===== config.mk =====
export PLATFORM = sky130hd
export DESIGN_NAME = dmem_lsu
export DESIGN_NICKNAME = d
export VERILOG_FILES = /design/src/rtl/dmem_lsu_pkg.sv /design/src/rtl/dmem_lsu_lane_align.sv /design/src/rtl/dmem_lsu.sv
export SDC_FILE = /design/constraint.sdc
export NUM_CORES = 1
export LEC_CHECK = 0
export BUFFER_PORTS_ARGS = -buffer_cell sky130_fd_sc_hd__buf_4
export CORE_UTILIZATION = 55
export CTS_BUF_LIST = sky130_fd_sc_hd__clkbuf_4
export CTS_CLUSTER_SIZE = 10
export DETAILED_ROUTE_END_ITERATION = 12
export PLACE_DENSITY = 0.9
export SYNTH_ARGS = -nofsm -noshare
export SYNTH_HDL_FRONTEND = slang
export SYNTH_SLANG_ARGS = --single-unit

===== constraint.sdc =====
create_clock -name Clk -period 4.33 [get_ports Clk]
set_input_delay 0.433 -clock Clk [delete_from_list [all_inputs] [get_ports Clk]]
set_output_delay 0.433 -clock Clk [all_outputs]
set_load 0.02 [all_outputs]

===== src/rtl/dmem_lsu_pkg.sv =====
// Shared encodings for the data-memory load/store unit: access sizes, FSM states, lane count.
package dmem_lsu_pkg;
  localparam int LANES  = 4;
  localparam int LANE_W = $clog2(LANES);

  localparam logic [1:0] SZ_B = 2'b00;
  localparam logic [1:0] SZ_H = 2'b01;
  localparam logic [1:0] SZ_W = 2'b10;
  localparam logic [1:0] SZ_X = 2'b11;

  typedef enum logic [1:0] {
    ST_IDLE   = 2'd0,
    ST_ACCESS = 2'd1,
    ST_WRITE  = 2'd2,
    ST_RESP   = 2'd3
  } state_e;

  // An illegal size counts as misaligned so one check covers both error causes.
  function automatic logic req_bad(input logic [1:0] size, input logic [LANE_W-1:0] lane);
    case (size)
      SZ_B:    return 1'b0;
      SZ_H:    return lane[0];
      SZ_W:    return |lane;
      default: return 1'b1;
    endcase
  endfunction
endpackage


===== src/rtl/dmem_lsu_lane_align.sv =====
// Byte-lane steering: extracts and extends load data, and merges sub-word store data into a read word.
module dmem_lsu_lane_align
  import dmem_lsu_pkg::*;
(
  input  logic [31:0]       mem_data,
  input  logic [1:0]        size,
  input  logic              sext,
  input  logic [LANE_W-1:0] lane,
  input  logic [15:0]       wr_data,
  output logic [31:0]       ld_data,
  output logic [31:0]       st_data
);

  logic [7:0]  byte_v;
  logic [15:0] half_v;

  always_comb begin
    byte_v  = mem_data[{lane, 3'b000} +: 8];
    half_v  = lane[1] ? mem_data[31:16] : mem_data[15:0];
    ld_data = mem_data;
    st_data = mem_data;
    case (size)
      SZ_B: begin
        ld_data = {{24{sext & byte_v[7]}}, byte_v};
        st_data[{lane, 3'b000} +: 8] = wr_data[7:0];
      end
      SZ_H: begin
        ld_data = {{16{sext & half_v[15]}}, half_v};
        if (lane[1]) st_data[31:16] = wr_data;
        else         st_data[15:0]  = wr_data;
      end
      default: ;
    endcase
  end

endmodule


===== src/rtl/dmem_lsu.sv =====
// Load/store initiator for a word-only data memory; sub-word stores are read-modify-write.
// state  | meaning
// IDLE   | waiting for Req; latches the request and screens alignment
// ACCESS | memory addressed; load captured, word store written, or sub-word merge built
// WRITE  | merged word written back for a byte/half store
// RESP   | one-cycle Done pulse with Err
module dmem_lsu
  import dmem_lsu_pkg::*;
#(
  parameter int ADDRESS_WIDTH = 16,
  parameter int DATA_WIDTH    = 32
) (
  input  logic                     Clk,
  input  logic                     Rst_n,
  input  logic                     Req,
  input  logic                     Wr,
  input  logic [1:0]               Size,
  input  logic                     Sext,
  input  logic [ADDRESS_WIDTH+1:0] Addr,
  input  logic [DATA_WIDTH-1:0]    WrData,
  output logic [DATA_WIDTH-1:0]    RdData,
  output logic                     Done,
  output logic                     Err,
  output logic                     Busy,
  output logic [ADDRESS_WIDTH-1:0] MemAddress,
  output logic [DATA_WIDTH-1:0]    MemWriteData,
  input  logic [DATA_WIDTH-1:0]    MemData,
  output logic                     MemWrite
);

  state_e                   state_q, state_d;
  logic                     wr_q, wr_d;
  logic [1:0]               size_q, size_d;
  logic                     sext_q, sext_d;
  logic [LANE_W-1:0]        lane_q, lane_d;
  logic [DATA_WIDTH-1:0]    wdata_q, wdata_d;
  logic [DATA_WIDTH-1:0]    rd_data_q, rd_data_d;
  logic                     done_q, done_d;
  logic                     err_q, err_d;
  logic                     mem_write_q, mem_write_d;
  logic [DATA_WIDTH-1:0]    mem_wdata_q, mem_wdata_d;
  logic [ADDRESS_WIDTH-1:0] mem_addr_q, mem_addr_d;
  logic [DATA_WIDTH-1:0]    ld_data, st_data;

  dmem_lsu_lane_align u_align (
    .mem_data (MemData),
    .size     (size_q),
    .sext     (sext_q),
    .lane     (lane_q),
    .wr_data  (wdata_q[15:0]),
    .ld_data  (ld_data),
    .st_data  (st_data)
  );

  always_comb begin
    state_d     = state_q;
    wr_d        = wr_q;
    size_d      = size_q;
    sext_d      = sext_q;
    lane_d      = lane_q;
    wdata_d     = wdata_q;
    rd_data_d   = rd_data_q;
    done_d      = 1'b0;
    err_d       = 1'b0;
    mem_write_d = 1'b0;
    mem_wdata_d = mem_wdata_q;
    mem_addr_d  = mem_addr_q;
    case (state_q)
      ST_IDLE: begin
        if (Req) begin
          wr_d       = Wr;
          size_d     = Size;
          sext_d     = Sext;
          lane_d     = Addr[1:0];
          wdata_d    = WrData;
          mem_addr_d = Addr[ADDRESS_WIDTH+1:2];
          if (req_bad(Size, Addr[1:0])) begin
            state_d = ST_RESP;
            done_d  = 1'b1;
            err_d   = 1'b1;
          end else begin
            state_d = ST_ACCESS;
            // Word store is raised here so the memory samples it at the end of ACCESS.
            if (Wr && Size == SZ_W) begin
              mem_write_d = 1'b1;
              mem_wdata_d = WrData;
            end
          end
        end
      end
      ST_ACCESS: begin
        if (!wr_q) begin
          rd_data_d = ld_data;
          state_d   = ST_RESP;
          done_d    = 1'b1;
        end else if (size_q == SZ_W) begin
          state_d = ST_RESP;
          done_d  = 1'b1;
        end else begin
          mem_write_d = 1'b1;
          mem_wdata_d = st_data;
          state_d     = ST_WRITE;
        end
      end
      ST_WRITE: begin
        state_d = ST_RESP;
        done_d  = 1'b1;
      end
      ST_RESP: state_d = ST_IDLE;
      default: state_d = ST_IDLE;
    endcase
  end

  always_ff @(posedge Clk) begin
    if (!Rst_n) begin
      state_q     <= ST_IDLE;
      wr_q        <= 1'b0;
      size_q      <= SZ_B;
      sext_q      <= 1'b0;
      lane_q      <= '0;
      wdata_q     <= '0;
      rd_data_q   <= '0;
      done_q      <= 1'b0;
      err_q       <= 1'b0;
      mem_write_q <= 1'b0;
      mem_wdata_q <= '0;
      mem_addr_q  <= '0;
    end else begin
      state_q     <= state_d;
      wr_q        <= wr_d;
      size_q      <= size_d;
      sext_q      <= sext_d;
      lane_q      <= lane_d;
      wdata_q     <= wdata_d;
      rd_data_q   <= rd_data_d;
      done_q      <= done_d;
      err_q       <= err_d;
      mem_write_q <= mem_write_d;
      mem_wdata_q <= mem_wdata_d;
      mem_addr_q  <= mem_addr_d;
    end
  end

  // Gating with Rst_n keeps a reset landing mid-write from corrupting the target word.
  assign MemWrite     = mem_write_q & Rst_n;
  assign MemWriteData = mem_wdata_q;
  assign MemAddress   = mem_addr_q;
  assign RdData       = rd_data_q;
  assign Done         = done_q;
  assign Err          = err_q;
  assign Busy         = (state_q != ST_IDLE);

endmodule

==> results.md, run 1 <==
Timing:
- After routing, the total negative slack on setup checks comes to 0 ps.
- In this run the tightest slew margin relative to its limit is 51.0%.
- The number of hold-slack violations in the final timing report is 0.
- The measured slew at the worst slew-check pin is 735 ps.
- The number of max-slew violations in the final report is 0.
- Setup repair after global routing left no endpoint under its margin.
- The final setup violation count is 0.
- The final critical-path required period is 2560 ps.
- Based on the critical path, the design can be clocked at up to 391 MHz.
- The smallest setup slack after layout is 1770 ps.
- The tightest hold path in the finished design has a slack of 196 ps.
- The worst path uses 59.1% of the clock period.
- The clock skew after layout is 24.1 ps.

Global routing:
- The total overflow left after global routing is 0.
- The wire length of the first global-routing pass is approximately 27 mm.
- The via count of the first global-routing pass is 5138.
- The number of antenna violations at the first check in global routing was 0.
- Entering global routing, the biggest net connects 79 pins.
- Global routing used about a third of the available tracks.

Clock tree:
- The buffer depth of the longest clock path is 2.
- The deepest level of the CTS H-tree is 3.
- Gates resized during post-CTS repair numbered 0.
- Buffers added to address setup during post-CTS repair amount to 0.
- TritonCTS built the clock tree.
- The clock root buffer is clkbuf_4.
- The number of clock buffers added by TritonCTS is 9.
- In this run, post-CTS hold repair placed 0 buffers.
- Clock tree synthesis found a total of 107 sinks.
- The CTS clock-pin slew for the worst setup and hold paths is roughly 170 ps.
- Clock latency on the worst-skew pair, taken at its later pin, is ~470 ps.

Die:
- The die covers 10500 um2.
- The die is 103 um tall.
- The I/O pin total is 173.
- The total area inside the core boundary comes to 9770 um2.
- The starting density of the core is approximately 57%.
- The horizontal die dimension is ~100 um.
- The number of cell rows is 36.

Setup path:
- STA classifies the critical path endpoint as a flip-flop.
- In this run the worst path has a maximum fanout of 37.
- On the worst path, the slowest cell contributes a delay of about 580 ps.
- The category of the critical setup timing path is reg2reg.
- The required time reported for the critical path endpoint is 4750 ps.
- Walking the worst path, the cells encountered are buf_4 > inv_2 > ha_1 > or4b_1 > nor3_2 > a221o_1 > a32o_1.
- The cell with the largest stage delay on the worst path is or4b_1.
- The worst setup path is launched from a flip-flop.
- STA puts the critical path data arrival time at 2980 ps.

Place:
- The count of buffers added on input and output ports is approximately 170.
- Prior to clock tree synthesis, the placed netlist has a worst setup slack of 1870 ps.
- The placed instance area is ~7000 um2.
- The detailed placement HPWL is between 10 and 15 mm.
- The final weighted congestion in routability-driven placement is between 0.9 and 1.

Route:
- In this run the remaining antenna-violating nets after routing total 0.
- The detail-routed net length per standard cell is around 20 um.
- The routed layout has 5682 vias.
- The final layout contains routed wiring with a total length of roughly 18 mm.
- The iteration count of the initial detailed-routing pass is 5.
- For this run, design rule violations remaining after detail routing come to 0.
- The vias per cell is 6.16.
- The detailed router's first-iteration violation count is ~390.

Synthesis:
- The average footprint of a synthesized cell is 8.63 um2.
- Of the synthesized area, sequential elements account for 38.5%.
- In this run, synthesis inferred 0 flip-flops with an integrated enable.
- Of the post-synthesis cell area, the part taken by muxes is 1.98%.
- After synthesis the cells add up to 5570 um2.
- The share of synthesized cell area in full adder, half adder and majority cells is 2.02%.
- The number of warnings printed during yosys synthesis is 0.
- Of the total synthesized cell area, the portion taken by AND, OR, NAND and NOR gates is about 17%.
- By area, the combinational part of the netlist is dominated by compound AO/OA/AOI/OAI gates.
- The synthesized net count is 743.
- Synthesis produced about 650 cells.
- The xor and xnor area share after synthesis is 0%.
- For this run, asynchronously set or reset flops after synthesis account for 0%.
- The count of unique library cells instantiated by Yosys is 51.
- The dominant register cell in the synthesized netlist is dfxtp_1.
- Summing the areas of all compound-gate instances in the mapped netlist gives 34.3% of the synthesized area.
- The total of flip-flops plus latches after synthesis is 107.

Finish:
- The repair_antennas step left the layout with diodes totalling 0.
- After routing the design area is 6940 um2.
- The synthesis-to-layout area growth is 24.6%.
- The post-route core utilization is a little under three quarters.
- The share of layout cells above drive strength 1 is 31.5%.
- For this run, the post-layout net count is 883.

Flow run:
- The max-capacitance violation count is 0.

Power and ir drop:
- The proportion of power drawn by flip-flops and latches is ~36%.
- For this design the static power due to leakage is 2.99 nW.
- The power per cell area is 588 nW/um2.
- The logic gate share of total power is 52.0%.
- Per report_power, the clock group accounts for 11.8% of the total.
- Cell internal power was estimated by the tool at 0.00225 W.
- Summed over all nets, the switching power comes to roughly 0.0018 W.
- Of the total power, the share spent switching nets is 44.7%.
- The maximum vdd drop is 424 uV.

Run status:
- The flow ran to the end, and the final reports show no timing, DRC or antenna violations.

Worst hold path:
- The class of the tightest hold or removal check is in2reg.
[routing by layer]
metal / global-route usage, % / wire [um] / vias up
met5: 0 / 0 / -
met4: 13.5 / 494 / 0
met3: 7.66 / 1750 / 40
met2: 53.2 / 8130 / 333
met1: 45.7 / 7770 / 2690
li1: - / - / 2619
[cell usage after synthesis (13+ instances only)]
cell	instances	area share, %
nand2b_1	15	1.7
a221o_1	24	4.3
a22oi_1	15	2.0
dfxtp_1	107	38
a32o_1	32	5.8
o21ai_0	56	5.0
a22o_1	18	2.8
or2_2	33	3.7
clkbuf_1	30	2.0
nand2_1	100	6.7
inv_1	22	1.5
a21oi_1	43	3.9
buf_2	13	1.2
a21boi_0	39	5.3
a21o_1	16	2.2
[cells by family after synthesis]
logic type	after synthesis
multiplexers	10
AND/OR/NAND/NOR	183
adder cells (fa/ha/maj)	9
buffers and inverters	75
AO/OA/AOI/OAI	261
flip-flops	107
[layout by cell type, fill, tap and decap left out, types with 2 or more instances in the layout]
cell      Yosys  routed
o21a_1        2       2
a22o_1       18      18
nand2_1     100     100
a21boi_0     39      39
inv_6         0       2
nor3_1        4       4
or3_1         2       2
mux2_2        7       7
buf_4         0     181
or2_2        33      33
a21oi_2       2       2
mux2i_1       2       2
a221o_1      24      24
o22ai_1       4       4
a22oi_1      15      15
a21o_1       16      16
nand2b_1     15      15
nor2_1        4       4
clkbuf_4      0      10
inv_1        22      22
a21oi_1      43      43
and2_1        3       3
a32o_1       32      32
dfxtp_1     107     107
ha_1          9       9
nor2b_1       9       9
o21ai_0      56      56
o21ba_2       2       2
[final cells by class]
type                       instances  area, um2
clock buffer                      10       75.1
tap                              133        166
inverter                          23       86.3
multi-input combinational        463       3060
sequential                       107       2140
fill                             778       2840
timing repair buffer             181       1360
clock inverter                     6       46.3
[path summary, 6_finish.rpt]
path | from | endpoint | slack [ps] | cells past startpoint
worst max-delay path | lane_q[1] | MemWriteData[31] | 1770 | 7
worst max register to register | lane_q[1] | MemWriteData[31] | 1770 | 7
worst min-delay path | Addr[5] | MemAddress[3] | 200 | 3
worst min register to register | MemAddress[3] | MemAddress[3] | 480 | 2
[per-stage QoR]
| step | power, W | instances |
|---|---|---|
| floorplan | 0.00284 | 645 |
| global placement | 0.00352 | 907 |
| detailed placement | 0.00358 | 907 |
| CTS | 0.00406 | 923 |
| global route | 0.00431 | 923 |
| finish | 0.00408 | 923 |
[critical path, delay by kind of cell, from the launching register on]
| family | cells | cell delay, ps |
|---|---|---|
| fa+ha+maj | 1 | 370 |
| simple gates | 2 | 850 |
| flops | 1 | 350 |
| buf+inv | 2 | 560 |
| compound gates | 2 | 390 |
[registers in the layout (all words and copies together) (netlist names)]
name and flops:
mem_write_q 1, size_q 2, wr_q 1, MemAddress 16
RdData 32, Err 1, lane_q 2, Done 1
sext_q 1, wdata_q 16, state_q 2, MemWriteData 32
[power groups by stage]
stage,clock [W],combinational (W),sequential (W)
floorplan,0,0.00113,0.00170
global placement,0,0.00204,0.00147
detailed placement,0,0.00209,0.00149
CTS,0.000486,0.00211,0.00147
global route,0.000526,0.00228,0.00150
finish,0.000481,0.00212,0.00148
No activity file was read; power rests on OpenSTA's default activity.
==> run 2: changes to the inputs <==
--- a/config.mk
+++ b/config.mk
@@ -6,11 +6,11 @@
 export NUM_CORES = 1
 export LEC_CHECK = 0
 export BUFFER_PORTS_ARGS = -buffer_cell sky130_fd_sc_hd__buf_4
-export CORE_UTILIZATION = 55
+export CORE_UTILIZATION = 53
 export CTS_BUF_LIST = sky130_fd_sc_hd__clkbuf_4
 export CTS_CLUSTER_SIZE = 10
 export DETAILED_ROUTE_END_ITERATION = 12
-export PLACE_DENSITY = 0.9
+export PLACE_DENSITY = 0.87
 export SYNTH_ARGS = -nofsm -noshare
 export SYNTH_HDL_FRONTEND = slang
 export SYNTH_SLANG_ARGS = --single-unit
==> constraint.sdc (replaced) <==
create_clock -name Clk -period 2.5 [get_ports Clk]
set_input_delay 0.25 -clock Clk [delete_from_list [all_inputs] [get_ports Clk]]
set_output_delay 0.25 -clock Clk [all_outputs]
set_load 0.02 [all_outputs]
==> run 2 against run 1 <==
  * Global-route usage decreased by 3.1 points
  * Critical endpoint is now RdData[29]
  * Final area up 1.2%
  * Register-to-register slack got worse by 1500 ps
  * Count of clock-buffer cells in the layout stayed put
  * Non-clock buffer count grew 6
  * Die area up 3.7%
  * Critical path depth fell by 2
  * Core utilization fell by 2.4 points
  * Total power rose by 76%
==> results.md, run 2 (synthesized netlist as in run 1, its figures left out) <==
Route:
- The iteration count of the initial detailed-routing pass is 5.
- For this block, the via count after detailed routing is 5598.
- The detailed router's first-iteration violation count is 417.
- The vias per cell is 6.01.
- The detail-routed net length per standard cell is ~18 um.
- The routed design has between 15 and 20 mm of wire.
- The post-detailed-route DRC marker count is 0.
- Once detail routing completed, the nets flagged for antenna violations numbered 0.

Timing:
- The clock arrives with 19.3 ps of skew.
- The number of hold-slack violations in the final timing report is 0.
- Setup violations remaining at the end of the flow were counted as 0.
- On the final layout, the worst hold slack is ~4.1 ps.
- The number of max-slew violations in the final report is 0.
- The routed design could run at a clock period as short as approximately 2200 ps.
- At the pin with the least slew margin, the transition time is about 750 ps.
- The worst slew slack as a fraction of its limit is 50.2%.
- After layout, the worst path uses 87.7% of the clock period.
- Setup repair after global routing left no endpoint under its margin.
- In the post-route analysis, the smallest setup slack over all paths is 307 ps.
- The achievable frequency is ~460 MHz.
- The setup TNS after final layout is 0 ps.

Die:
- The I/O pin total is 173.
- The die is ~100 um tall.
- The die is 104 um wide.
- The starting density of the core is between 50% and 60%.
- The initialized floorplan defines 37 standard-cell rows.
- The placeable core region is 10200 um2.
- The floorplan step defined a die boundary enclosing 10900 um2.

Clock tree:
- The clock insertion delay at the later pin of the skew report is between 400 and 500 ps.
- The post-cts repair resize count is 0.
- Clock tree synthesis selected as its root buffer the cell clkbuf_4.
- The buffer count from post-CTS setup fixing is 0.
- The clock drives 107 sinks.
- The clock tree from TritonCTS is built.
- No sink is reached through more buffers than the 2 on the longest clock path.
- After clock tree synthesis, the clock-pin slew on the worst setup and hold paths is 160 ps.
- The number of clock buffers added by TritonCTS is 9.
- The deepest level of the CTS H-tree is 3.

Worst hold path:
- The startpoint of the lowest-slack hold path is Addr[9].
- For hold timing, the worst endpoint is MemAddress[7].
- The class of the tightest hold or removal check is in2reg.
- The worst hold path cell count is 3.

Global routing:
- In the global route stage, met2 resource usage came out at about half.
- The first global-routing pass estimated between 20 and 30 mm of wire.
- The via count of the first global-routing pass is 5206.
- Global routing used a little under a third of the available tracks across all layers.
- Entering global routing, the biggest net connects between 40 and 50 pins.
- The leftover overflow at the end of global routing is 0.
- For met3 alone, demand over resource in global routing was under 10%.
- The highest-utilization routing layer at the global route stage is met2.
- The global-route track usage on met1 is 39.5%.
- The number of antenna violations at the first check in global routing is 0.

Power and ir drop:
- The maximum vdd drop is 672 uV.
- The reported leakage power is between 3 and 4 nW.
- The power per cell area is 1020 nW/um2.

Setup path:
- The type of element capturing the critical path is a flip-flop.
- Data arrives at the worst endpoint at ~2500 ps.
- The worst register-to-register path has a setup slack of 310 ps.
- The worst register-to-register path begins at size_q[0].
- For the worst flop-to-flop path, the logic depth is 5.
- The capture point of the worst reg-to-reg path is RdData[29].
- The worst setup path is of the reg2reg kind.
- STA puts the critical path data required time at 2830 ps.
- The worst setup path is launched from a flip-flop.
- In this run the worst path has a maximum fanout of 18.

Place:
- The detailed placement HPWL is between 10 and 15 mm.
- At the placement stage, the worst setup path has a slack of 381 ps.
- During placement, the flow inserted port buffers numbering 172.
- Routability-driven placement finished with a final weighted congestion of about 0.89.

Flow run:
- The tool flagged a number of max-cap violations equal to 0.

Finish:
- 0 antenna diodes ended up in the layout.
- The synthesis-to-layout area growth is 26.1%.
- In the layout the commonest cells are 186 x buf_4, 107 x dfxtp_1, 100 x nand2_1.
- The most common cell after layout, fill and taps aside is buf_4.
- The post-route netlist has a little under a third of its cells at a drive strength greater than 1.
- At the end of the flow, the number of nets in the layout was 889.

Run status:
- The flow ran to the end, and the final reports show no timing, DRC or antenna violations.
[run 2: cell count changes in the layout (fill, tap and decap cells not counted)]
cell / before / now
inv_8: 1 / 0
dlygate4sd3_1: 0 / 1
clkinv_4: 1 / 0
bufinv_16: 0 / 2
inv_6: 2 / 1
buf_4: 181 / 186
[run 2: metal layers]
| metal | share of wire, % | vias to the layer above | wire length (um) |
|---|---|---|---|
| li1 | - | 2627 | - |
| met1 | 41 | 2665 | 7130 |
| met2 | 48 | 259 | 8200 |
| met3 | 8.2 | 47 | 1410 |
| met4 | 2.8 | 0 | 487 |
| met5 | 0 | - | 0 |
[run 2: where the power goes]
| part | total (W) | switching [W] | internal (W) |
|---|---|---|---|
| logic | 0.00368 | 0.00216 | 0.00152 |
| clock network | 0.000982 | 0.000571 | 0.000411 |
| registers | 0.00252 | 0.000338 | 0.00218 |
| total | 0.00719 | 0.00307 | 0.00412 |
[run 2: what timing repair did]
| action | in CTS | in global routing |
|---|---|---|
| setup endpoints to repair | 0 | 0 |
| endpoints found under the hold margin | 0 | 1 |
| hold buffers | 0 | 1 |
[run 2: final cells by class]
cell class              count  area, um2
flip-flops and latches    107       2140
clock buffers              10       75.1
fillers                   865       3210
inverters                  23       86.3
repair buffers            187       1410
multi-input cells         463       3060
clock inverters             5       77.6
well taps                 136        170
[run 2: worst max path at each step]
| stage | startpoint | endpoint | cells after the start |
|---|---|---|---|
| CTS | size_q[0] | RdData[29] | 5 |
| floorplan | lane_q[1] | MemWriteData[25] | 8 |
| detailed placement | size_q[0] | RdData[19] | 5 |
| finish | size_q[0] | RdData[29] | 5 |
| global route | size_q[0] | RdData[22] | 5 |
| global placement | lane_q[1] | MemWriteData[26] | 6 |
[run 2: per-stage QoR]
stage | instances | power [W] | cell area (um2) | util, %
floorplan | 645 | 0.00491 | 5570 | -
global placement | 915 | 0.00609 | 6860 | 67.0
detailed placement | 915 | 0.00620 | 6860 | 67.0
CTS | 930 | 0.00717 | 7010 | 68.5
global route | 931 | 0.00760 | 7020 | 68.6
finish | 931 | 0.00719 | 7020 | 68.6
[run 2: critical path, stage by stage (launching register included)]
cell     delay, ps
dfxtp_1        740
buf_4          290
or3_1          170
o22ai_2         90
a21oi_2        600
a21oi_1        160
